[src/rtl/axi_pkg.sv]
// Shared AXI4 constants and helpers for the read-DMA path.
// Burst encodings, the 4 KB boundary and the scheduler state type.
package axi_pkg;

  localparam logic [1:0] AXI_BURST_FIXED = 2'b00;
  localparam logic [1:0] AXI_BURST_INCR  = 2'b01;
  localparam int AXI_BOUNDARY_BYTES = 4096;

  typedef enum logic [1:0] {
    ST_IDLE,
    ST_ISSUE,
    ST_DRAIN
  } sched_state_e;

  function automatic int axi_size(input int dw);
    int s;
    s = 0;
    for (int i = 0; i < 8; i++) begin
      if ((8 << i) == dw) s = i;
    end
    return s;
  endfunction

endpackage

[src/rtl/axi_burst_len_calc.sv]
// Next burst length: min of beats left, max burst and beats to 4 KB.
// Pure combinational; addr is the 4 KB page offset.
module axi_burst_len_calc
  import axi_pkg::*;
#(
  parameter int DATA_WIDTH    = 512,
  parameter int LEN_WIDTH     = 20,
  parameter int MAX_BURST_LEN = 16
) (
  input  logic [11:0]          addr,
  input  logic [LEN_WIDTH-1:0] remaining,
  output logic [8:0]           beats,
  output logic [7:0]           arlen
);

  localparam int SZ = axi_size(DATA_WIDTH);
  localparam int CW = LEN_WIDTH + 14;

  logic [12:0]   to_bnd;
  logic [CW-1:0] rem_w;
  logic [CW-1:0] bnd_w;
  logic [CW-1:0] lim_w;
  logic [CW-1:0] min_w;

  always_comb begin
    to_bnd = 13'(AXI_BOUNDARY_BYTES) - {1'b0, addr};
    rem_w  = CW'(remaining);
    bnd_w  = CW'(to_bnd >> SZ);
    lim_w  = CW'(MAX_BURST_LEN);
    min_w  = rem_w;
    if (lim_w < min_w) min_w = lim_w;
    if (bnd_w < min_w) min_w = bnd_w;
  end

  assign beats = 9'(min_w);
  assign arlen = 8'(min_w - CW'(1));

endmodule

[src/rtl/axi_read_burst_scheduler.sv]
// Read-DMA scheduler: splits a descriptor into INCR bursts,
// limits bursts in flight and streams R data downstream.
module axi_read_burst_scheduler
  import axi_pkg::*;
#(
  parameter int DATA_WIDTH      = 512,
  parameter int ADDR_WIDTH      = 32,
  parameter int ID_WIDTH        = 8,
  parameter int AXI_ID          = 0,
  parameter int LEN_WIDTH       = 20,
  parameter int MAX_BURST_LEN   = 16,
  parameter int MAX_OUTSTANDING = 4
) (
  input  logic                  clk,
  input  logic                  rst,
  input  logic                  cmd_valid,
  output logic                  cmd_ready,
  input  logic [ADDR_WIDTH-1:0] cmd_addr,
  input  logic [LEN_WIDTH-1:0]  cmd_beats,
  output logic [ID_WIDTH-1:0]   m_axi_arid,
  output logic [ADDR_WIDTH-1:0] m_axi_araddr,
  output logic [7:0]            m_axi_arlen,
  output logic [2:0]            m_axi_arsize,
  output logic [1:0]            m_axi_arburst,
  output logic                  m_axi_arlock,
  output logic [3:0]            m_axi_arcache,
  output logic [2:0]            m_axi_arprot,
  output logic                  m_axi_arvalid,
  input  logic                  m_axi_arready,
  input  logic [ID_WIDTH-1:0]   m_axi_rid,
  input  logic [DATA_WIDTH-1:0] m_axi_rdata,
  input  logic [1:0]            m_axi_rresp,
  input  logic                  m_axi_rlast,
  input  logic                  m_axi_rvalid,
  output logic                  m_axi_rready,
  output logic [DATA_WIDTH-1:0] out_data,
  output logic                  out_valid,
  input  logic                  out_ready,
  output logic                  out_last,
  output logic                  busy,
  output logic                  done,
  output logic                  err
);

  localparam int SZ = axi_size(DATA_WIDTH);
  localparam int OW = $clog2(MAX_OUTSTANDING + 1);
  localparam logic [ADDR_WIDTH-1:0] AMASK =
    ~ADDR_WIDTH'((1 << SZ) - 1);
  localparam logic [OW-1:0] OMAX = OW'(MAX_OUTSTANDING);

  sched_state_e state_q, state_d;

  logic [ADDR_WIDTH-1:0] addr_q;
  logic [LEN_WIDTH-1:0]  issue_rem_q;
  logic [LEN_WIDTH-1:0]  data_rem_q;
  logic [OW-1:0]         outst_q;
  logic                  arvalid_q;
  logic [ADDR_WIDTH-1:0] araddr_q;
  logic [7:0]            arlen_q;
  logic [8:0]            burst_q;
  logic                  err_q;
  logic                  zdone_q;

  logic [8:0]           calc_beats;
  logic [7:0]           calc_len;
  logic [LEN_WIDTH-1:0] burst_len;
  logic cmd_hs, ar_hs, r_hs, rl_hs;
  logic can_issue, drain_ok;
  logic unused_rid;

  axi_burst_len_calc #(
    .DATA_WIDTH    (DATA_WIDTH),
    .LEN_WIDTH     (LEN_WIDTH),
    .MAX_BURST_LEN (MAX_BURST_LEN)
  ) u_len (
    .addr      (addr_q[11:0]),
    .remaining (issue_rem_q),
    .beats     (calc_beats),
    .arlen     (calc_len)
  );

  assign unused_rid = ^m_axi_rid;

  assign busy         = state_q != ST_IDLE;
  assign cmd_ready    = state_q == ST_IDLE && !rst;
  assign m_axi_rready = out_ready & busy;
  assign out_valid    = m_axi_rvalid & busy;
  assign out_data     = m_axi_rdata;
  assign out_last     = out_valid &&
                        data_rem_q == LEN_WIDTH'(1);
  assign err          = err_q;

  assign m_axi_arid    = ID_WIDTH'(AXI_ID);
  assign m_axi_araddr  = araddr_q;
  assign m_axi_arlen   = arlen_q;
  assign m_axi_arsize  = 3'(SZ);
  assign m_axi_arburst = AXI_BURST_INCR;
  assign m_axi_arlock  = 1'b0;
  assign m_axi_arcache = 4'b0011;
  assign m_axi_arprot  = 3'b000;
  assign m_axi_arvalid = arvalid_q;

  assign cmd_hs    = cmd_valid & cmd_ready;
  assign ar_hs     = arvalid_q & m_axi_arready;
  assign r_hs      = m_axi_rvalid & m_axi_rready;
  assign rl_hs     = r_hs & m_axi_rlast;
  assign burst_len = LEN_WIDTH'(burst_q);

  // A new AR is only staged once the previous one has handshaken.
  assign can_issue = state_q == ST_ISSUE && !arvalid_q &&
                     issue_rem_q != '0 && outst_q < OMAX;
  assign drain_ok  = state_q == ST_DRAIN &&
                     data_rem_q == '0 && outst_q == '0;
  assign done      = drain_ok | zdone_q;

  always_comb begin
    state_d = state_q;
    unique case (state_q)
      ST_IDLE:
        if (cmd_hs && cmd_beats != '0) state_d = ST_ISSUE;
      ST_ISSUE:
        if (ar_hs && issue_rem_q == burst_len)
          state_d = ST_DRAIN;
      ST_DRAIN:
        if (drain_ok) state_d = ST_IDLE;
      default: state_d = ST_IDLE;
    endcase
  end

  always_ff @(posedge clk) begin
    if (rst) state_q <= ST_IDLE;
    else     state_q <= state_d;
  end

  always_ff @(posedge clk) begin
    if (rst) begin
      addr_q      <= '0;
      issue_rem_q <= '0;
      data_rem_q  <= '0;
      outst_q     <= '0;
      arvalid_q   <= 1'b0;
      araddr_q    <= '0;
      arlen_q     <= '0;
      burst_q     <= '0;
      err_q       <= 1'b0;
      zdone_q     <= 1'b0;
    end else begin
      zdone_q <= cmd_hs && cmd_beats == '0;
      if (cmd_hs) begin
        addr_q      <= cmd_addr & AMASK;
        issue_rem_q <= cmd_beats;
        data_rem_q  <= cmd_beats;
        err_q       <= 1'b0;
      end
      if (can_issue) begin
        arvalid_q <= 1'b1;
        araddr_q  <= addr_q;
        arlen_q   <= calc_len;
        burst_q   <= calc_beats;
      end else if (ar_hs) begin
        arvalid_q   <= 1'b0;
        addr_q      <= addr_q + (ADDR_WIDTH'(burst_q) << SZ);
        issue_rem_q <= issue_rem_q - burst_len;
      end
      if (r_hs && data_rem_q != '0)
        data_rem_q <= data_rem_q - LEN_WIDTH'(1);
      if (r_hs && m_axi_rresp != 2'b00)
        err_q <= 1'b1;
      unique case ({ar_hs, rl_hs})
        2'b10:   outst_q <= outst_q + OW'(1);
        2'b01:   outst_q <= outst_q - OW'(1);
        default: outst_q <= outst_q;
      endcase
    end
  end

endmodule

[config.mk]
export PLATFORM = sky130hd
export DESIGN_NAME = axi_read_burst_scheduler
export DESIGN_NICKNAME = d
export VERILOG_FILES = /design/src/rtl/axi_pkg.sv /design/src/rtl/axi_burst_len_calc.sv /design/src/rtl/axi_read_burst_scheduler.sv
export SDC_FILE = /design/constraint.sdc
export NUM_CORES = 1
export LEC_CHECK = 0
export ABC_AREA = 1
export BUFFER_PORTS_ARGS = -buffer_cell sky130_fd_sc_hd__buf_4
export CAP_MARGIN = 20
export CORE_AREA = 2 2 454 456
export DETAILED_ROUTE_END_ITERATION = 6
export DIE_AREA = 0 0 456 458
export SLEW_MARGIN = 0
export SYNTH_ARGS = -nofsm -noshare
export SYNTH_HDL_FRONTEND = slang
export SYNTH_SLANG_ARGS = --single-unit
[constraint.sdc]
create_clock -name clk -period 2.9 [get_ports clk]
set_clock_uncertainty 0.1 [all_clocks]
set_input_delay 0.435 -clock clk [delete_from_list [all_inputs] [get_ports clk]]
set_output_delay 0.435 -clock clk [all_outputs]
set_load 0.005 [all_outputs]
# --- After elaboration in Yosys (flattened, before gate mapping) ---
# Cells that the tools add are included.
word_totals:
  output_inout_bits: 581
  in_bits: 581
  wordCells: 84
  regBits: 129
op_classes:
  addsub: 7
  n_reduce_logical: 28
  bitwise: 7
  muxes: 19
  magnitude_cmp: 3
  n_eq_ne: 9
op_table:
  columns: ["operator", "n"]
  rows:
  - ["$mux W20", 6]
  - ["$mux W32", 3]
  - ["$reduce_bool A20 Y1", 3]
  - ["$logic_not A20 Y1", 2]
  - ["$add A32 B15 Y32", 1]
  - ["$eq A20 B1 Y1 const B", 1]
  - ["$eq A20 B9 Y1", 1]
  - ["$lt A5 B20 Y1 const A", 1]
  - ["$lt A7 B20 Y1", 1]
  - ["$sub A20 B1 Y20 const B", 1]
  - ["$sub A20 B9 Y20", 1]
  - ["$sub A13 B12 Y13 const A", 1]
  - ["$logic_and A1 B1 Y1", 12]
  - ["$reduce_bool A2 Y1", 6]
  - ["$mux W9", 1]
  - ["$sub A8 B1 Y8 const B", 1]
  - ["$and A1 B1 Y1", 6]
  - ["$mux W2", 3]
  - ["$pmux W2 S3", 1]
  - ["$pmux W3 S2", 1]
  - ["$eq A2 B1 Y1 const B", 2]
  - ["$eq A2 B2 Y1 const B", 2]
  - ["$mux W1", 4]
  - ["$ne A2 B1 Y1 const B", 2]
  - ["other kinds (9)", 10]

# --- Depth between registers and ports, before layout ---
depth:
  depth_word: 6
  ltp_mapped: 27
  depth_no_buf: 27

# --- Modules after synthesis ---
# A second synthesis with hierarchy kept.
unflattened:
  hier_cells: 1972
  hier_area_um2: 12821.0
modules_own_cells:
  columns: ["mod", "instances", "area_each_um2", "cells_each", "seq_area_each_um2"]
  rows:
  - ["axi_read_burst_scheduler", 1, 12081.6, 1836, 2582.5]
  - ["axi_burst_len_calc", 1, 739.5, 136, 0.0]

# --- Least setup slack after synthesis ---
# No wires, ideal clock.
synth_path:
  path_kind: "register -> register"
  start: "reg addr_q[1]"
  end: "reg arlen_q[6] (netlist: m_axi_arlen[6])"
  path_buffers: 0
  t_required_ns: 2.686
  path_stages_with_launch: 26
  setup_time_ns: 0.114
  arrival_time_ns: 2.681
  period_less_slack_ns: 2.895
  slack_ns: 0.005
  path_cell_list: "dfxtp_1 nor3_4 nand2_4 nor2_8 nand3_2 nor2_1 inv_1 nand2_1 inv_1 ha_1 nand2_1 inv_1 nand2_1 nor2_2 nand2_4 nand2_8 nand2_2 o21ai_4 inv_2 ha_1 inv_1 nor2_1 nand2_1 nand2_1 a21oi_1 nor2_1"
synth_between:
  elab_chain_len: 4
synth_rtl:
  columns: ["element", "line_no", "text"]
  rows:
  - ["start: declaration", "axi_read_burst_scheduler.sv:53", "logic [ADDR_WIDTH-1:0] addr_q;"]
  - ["start signal: assignment", "axi_read_burst_scheduler.sv:150", "addr_q <= cmd_addr & AMASK;"]
  - ["start signal: assignment", "axi_read_burst_scheduler.sv:162", "addr_q <= addr_q + (ADDR_WIDTH'(burst_q) << SZ);"]
  - ["$sub A13 B12 Y13 (*)", "axi_burst_len_calc.sv:26", "to_bnd = 13'(AXI_BOUNDARY_BYTES) - {1'b0, addr};"]
  - ["$lt A7 B20 Y1", "axi_burst_len_calc.sv:32", "if (bnd_w < min_w) min_w = bnd_w;"]
  - ["$mux W9 (*)", "axi_burst_len_calc.sv:32", null]
  - ["$sub A8 B1 Y8 (*)", "axi_burst_len_calc.sv:36", "assign arlen = 8'(min_w - CW'(1));"]
  - ["end signal: assignment", "axi_read_burst_scheduler.sv:158", "arlen_q <= calc_len;"]
  - ["end: declaration", "axi_read_burst_scheduler.sv:59", "logic [7:0] arlen_q;"]
# Every way passes the cells marked *; elsewhere a longest branch is shown, timed or not.
# A chain may end at the register's enable or synchronous reset.

# --- Worst setup path after layout ---
layout_path:
  start: "reg addr_q[0]"
  end: "reg arlen_q[6] (netlist: m_axi_arlen[6])"
# Same word-level chain as after synthesis.

==> flow_metrics.env <==
export IMPL_status="finished clean"
export IMPL_synth_common_cells="534 x buf_4, 198 x nand2_1, 162 x inv_1, 129 x dfxtp_1, 115 x nor2_1"
export IMPL_cts_buffers=17
export IMPL_antenna_found_initial=5
export IMPL_yosysTopAreaCell="buf_4"
export IMPL_grt_max_degree=42
export IMPL_grt_usage=0.0787
export IMPL_placementRows=166
export IMPL_cts_max_level=4
export IMPL_drv_cap=0
export IMPL_dpl_cell_area_um2=12400
export IMPL_yosysMostFrequentCell="buf_4"
export IMPL_final_area_um2=13400
export IMPL_maxSlewViolCount=0
export IMPL_p_leak_uw=0.00504
export IMPL_critPathCaptureType="flop"
export IMPL_grt_pass1_vias=9126
export IMPL_critPathTopFamily="simple AND/OR/NAND/NOR gates"
export IMPL_via_per_inst=2.36
export IMPL_synth_area_um2=11700
export IMPL_final_net_count=1934
export IMPL_rsz0062_at_grt="yes"
export IMPL_cp_max_fo=5
export IMPL_core_um2=204000
export IMPL_path_clk_slew_ps=90
export IMPL_netlist_area_leader_share=0.343
export IMPL_grt_pass1_wl_mm=105
export IMPL_grt_overflow_total=0
export IMPL_setup_viol=0
export IMPL_seq_area_frac_synth=0.221
export IMPL_tightest_slew_ps=623
export IMPL_cp_data_required_time_ps=3180
export IMPL_insertion_delay_ps=470
export IMPL_die_area_um2=209000
export IMPL_dp_slack_ps=-88.8
export IMPL_finalWeightedCongestion=0.838
export IMPL_start_util=0.0574
export IMPL_synth_flop_cell="dfxtp_1"
export IMPL_fill_cells=23900
export IMPL_cp_data_arrival_time_ps=3150
export IMPL_numPortBuffers=102
export IMPL_cp_common_cell="inv_2"
export IMPL_post_route_period_util=0.990
export IMPL_seqCellArea_um2=2590
export IMPL_synth_distinct_cells=58
export IMPL_async_flop_share=0
export IMPL_hold_ws_ps=157
export IMPL_crit_type="reg -> reg"
export IMPL_hold_viol=0
export IMPL_synthTopCellsByArea="buf_4 34%, dfxtp_1 22%, nand2_1 6.4%"
export IMPL_avgSynthCellArea_um2=7.04
export IMPL_vdd_drop_max_mv=0.398
export IMPL_power_uw=7610
export IMPL_die_w_um=456
export IMPL_min_path_type="in -> reg"
export IMPL_fp_dieH_um=458
export IMPL_vias=9484
export IMPL_clockRootBuffer="clkbuf_16"
export IMPL_drtIter0Drc=589
export IMPL_post_route_worst_setup_slack_ps=28.6
export IMPL_drc_errors=0
export IMPL_fin_crit_ps=2870
export IMPL_slowest_delay_ps=340
export IMPL_dp_hpwl_mm=74.1
export IMPL_ys_ff_latch=129
export IMPL_area_growth_pct=15.0
export IMPL_start_kind="flop"
export IMPL_power_density_nw_per_um2=566
export IMPL_syn_inst=1662
export IMPL_yosysWarnings=0
export IMPL_relSlewSlack=0.584
export IMPL_multiInputGateArea_um2=4650
export IMPL_slowest_stage="dfxtp_2"
export IMPL_firstDrtPassIters=5
export IMPL_hold_buffers=0
export IMPL_drive_gt1_frac=0.257
export IMPL_ios=1162
export IMPL_synth_edf_count=0
export IMPL_finalSetupTns_ps=0
export IMPL_cts_tree="done"
export IMPL_wl_mm=85.8
export IMPL_timing_fmax_mhz=348
export IMPL_wire_per_inst_um=21.3
export IMPL_antenna_left=0
export IMPL_clock_sinks=129
export IMPL_clockBufferDepth=2
export IMPL_critPathBufInv=5
## worst min-delay path: stages
cell and delay, ps:
buf_4 80, o21ai_0 70, a21oi_1 120
## routing by layer
metal | track usage | wire length, um | part of all wire | vias to the layer above
li1 | - | - | - | 4087
met2 | 0.126 | 39600 | 0.46 | 953
met4 | 0.0528 | 5930 | 0.069 | 12
met5 | 0.0259 | 690 | 0.0080 | -
met1 | 0.0482 | 18700 | 0.22 | 4215
met3 | 0.0901 | 20900 | 0.24 | 217
## stage by stage
step / utilization / instances
finish: 0.0660 / 4025
floorplan: - / 1683
global route: 0.0660 / 4024
detailed placement: 0.0607 / 3970
CTS: 0.0646 / 4016
global placement: 0.0607 / 3970
## cells in the final DEF (no fill, tap or decap), drive strengths merged, types with 2 or more instances in the layout
cell type | netlist | final
xor2 | 20 | 20
o21a | 2 | 2
a211oi | 2 | 2
a21o | 4 | 4
buf | 543 | 199
o21bai | 4 | 4
o31ai | 3 | 3
nor4 | 10 | 10
and2 | 2 | 2
dfxtp | 129 | 129
clkbuf | 35 | 17
diode | 0 | 2
nand3b | 4 | 4
nor3 | 25 | 25
nand3 | 74 | 74
bufinv | 0 | 2
o211ai | 31 | 31
clkinv | 1 | 2
nand2 | 215 | 215
fa | 3 | 3
or2 | 3 | 3
ha | 28 | 28
o221ai | 5 | 5
inv | 164 | 175
nor2 | 125 | 125
o21ai | 112 | 112
a221oi | 3 | 3
conb | 2 | 23
a31oi | 15 | 15
a21oi | 75 | 75
nand4 | 7 | 7
xnor2 | 7 | 7
## what timing repair did
action	4_1_cts	5_1_grt
pin swaps	17	38
cloned	0	0
endpoints found under the setup margin	3	26
resized for setup	26	65
setup buffers	14	7
## layout make-up
cell class / instances / area share
Antenna cell: 2 / 0.000372
Clock buffer: 17 / 0.0316
Clock inverter: 15 / 0.0138
Inverter: 165 / 0.0464
Multi-Input combinational cell: 810 / 0.346
Sequential cell: 129 / 0.193
Tap cell: 2688 / 0.250
Timing Repair Buffer: 199 / 0.118
## report_power, final
group | leakage (uW) | internal (uW) | total, uW | switching, uW
sequential | 0.00106 | 1970 | 2130 | 163
clock | 0.000299 | 1320 | 2480 | 1160
combinational | 0.00368 | 1230 | 3000 | 1770
total | 0.00504 | 4510 | 7610 | 3100
## state kept, by name, summed over array words and instances (netlist names)
| register | cells |
|---|---|
| addr_q | 32 |
| burst_q | 9 |
| data_rem_q | 20 |
| err | 1 |
| issue_rem_q | 20 |
| m_axi_araddr | 32 |
| m_axi_arlen | 8 |
| m_axi_arvalid | 1 |
| outst_q | 3 |
| state_q | 2 |
| zdone_q | 1 |
## path summary, 6_finish.rpt
kind,from,end,slack [ps],cells past startpoint
worst max-delay path,addr_q[0],m_axi_arlen[6],30,25
worst min-delay path,m_axi_rresp[0],err,160,3
worst max register to register,addr_q[0],m_axi_arlen[6],30,25
worst min register to register,err,err,380,2
## logic make-up (layout without fill, tap and decap cells)
group	Yosys count	after routing	synth area share
xor+xnor	27	27	0.0202
fa+ha+maj	31	31	0.0351
buf+inv	744	396	0.412
flops	129	129	0.221
compound gates	262	262	0.130
simple gates	467	467	0.181
other cells	2	25	0.000642
No activity file was read; power rests on OpenSTA's default activity.
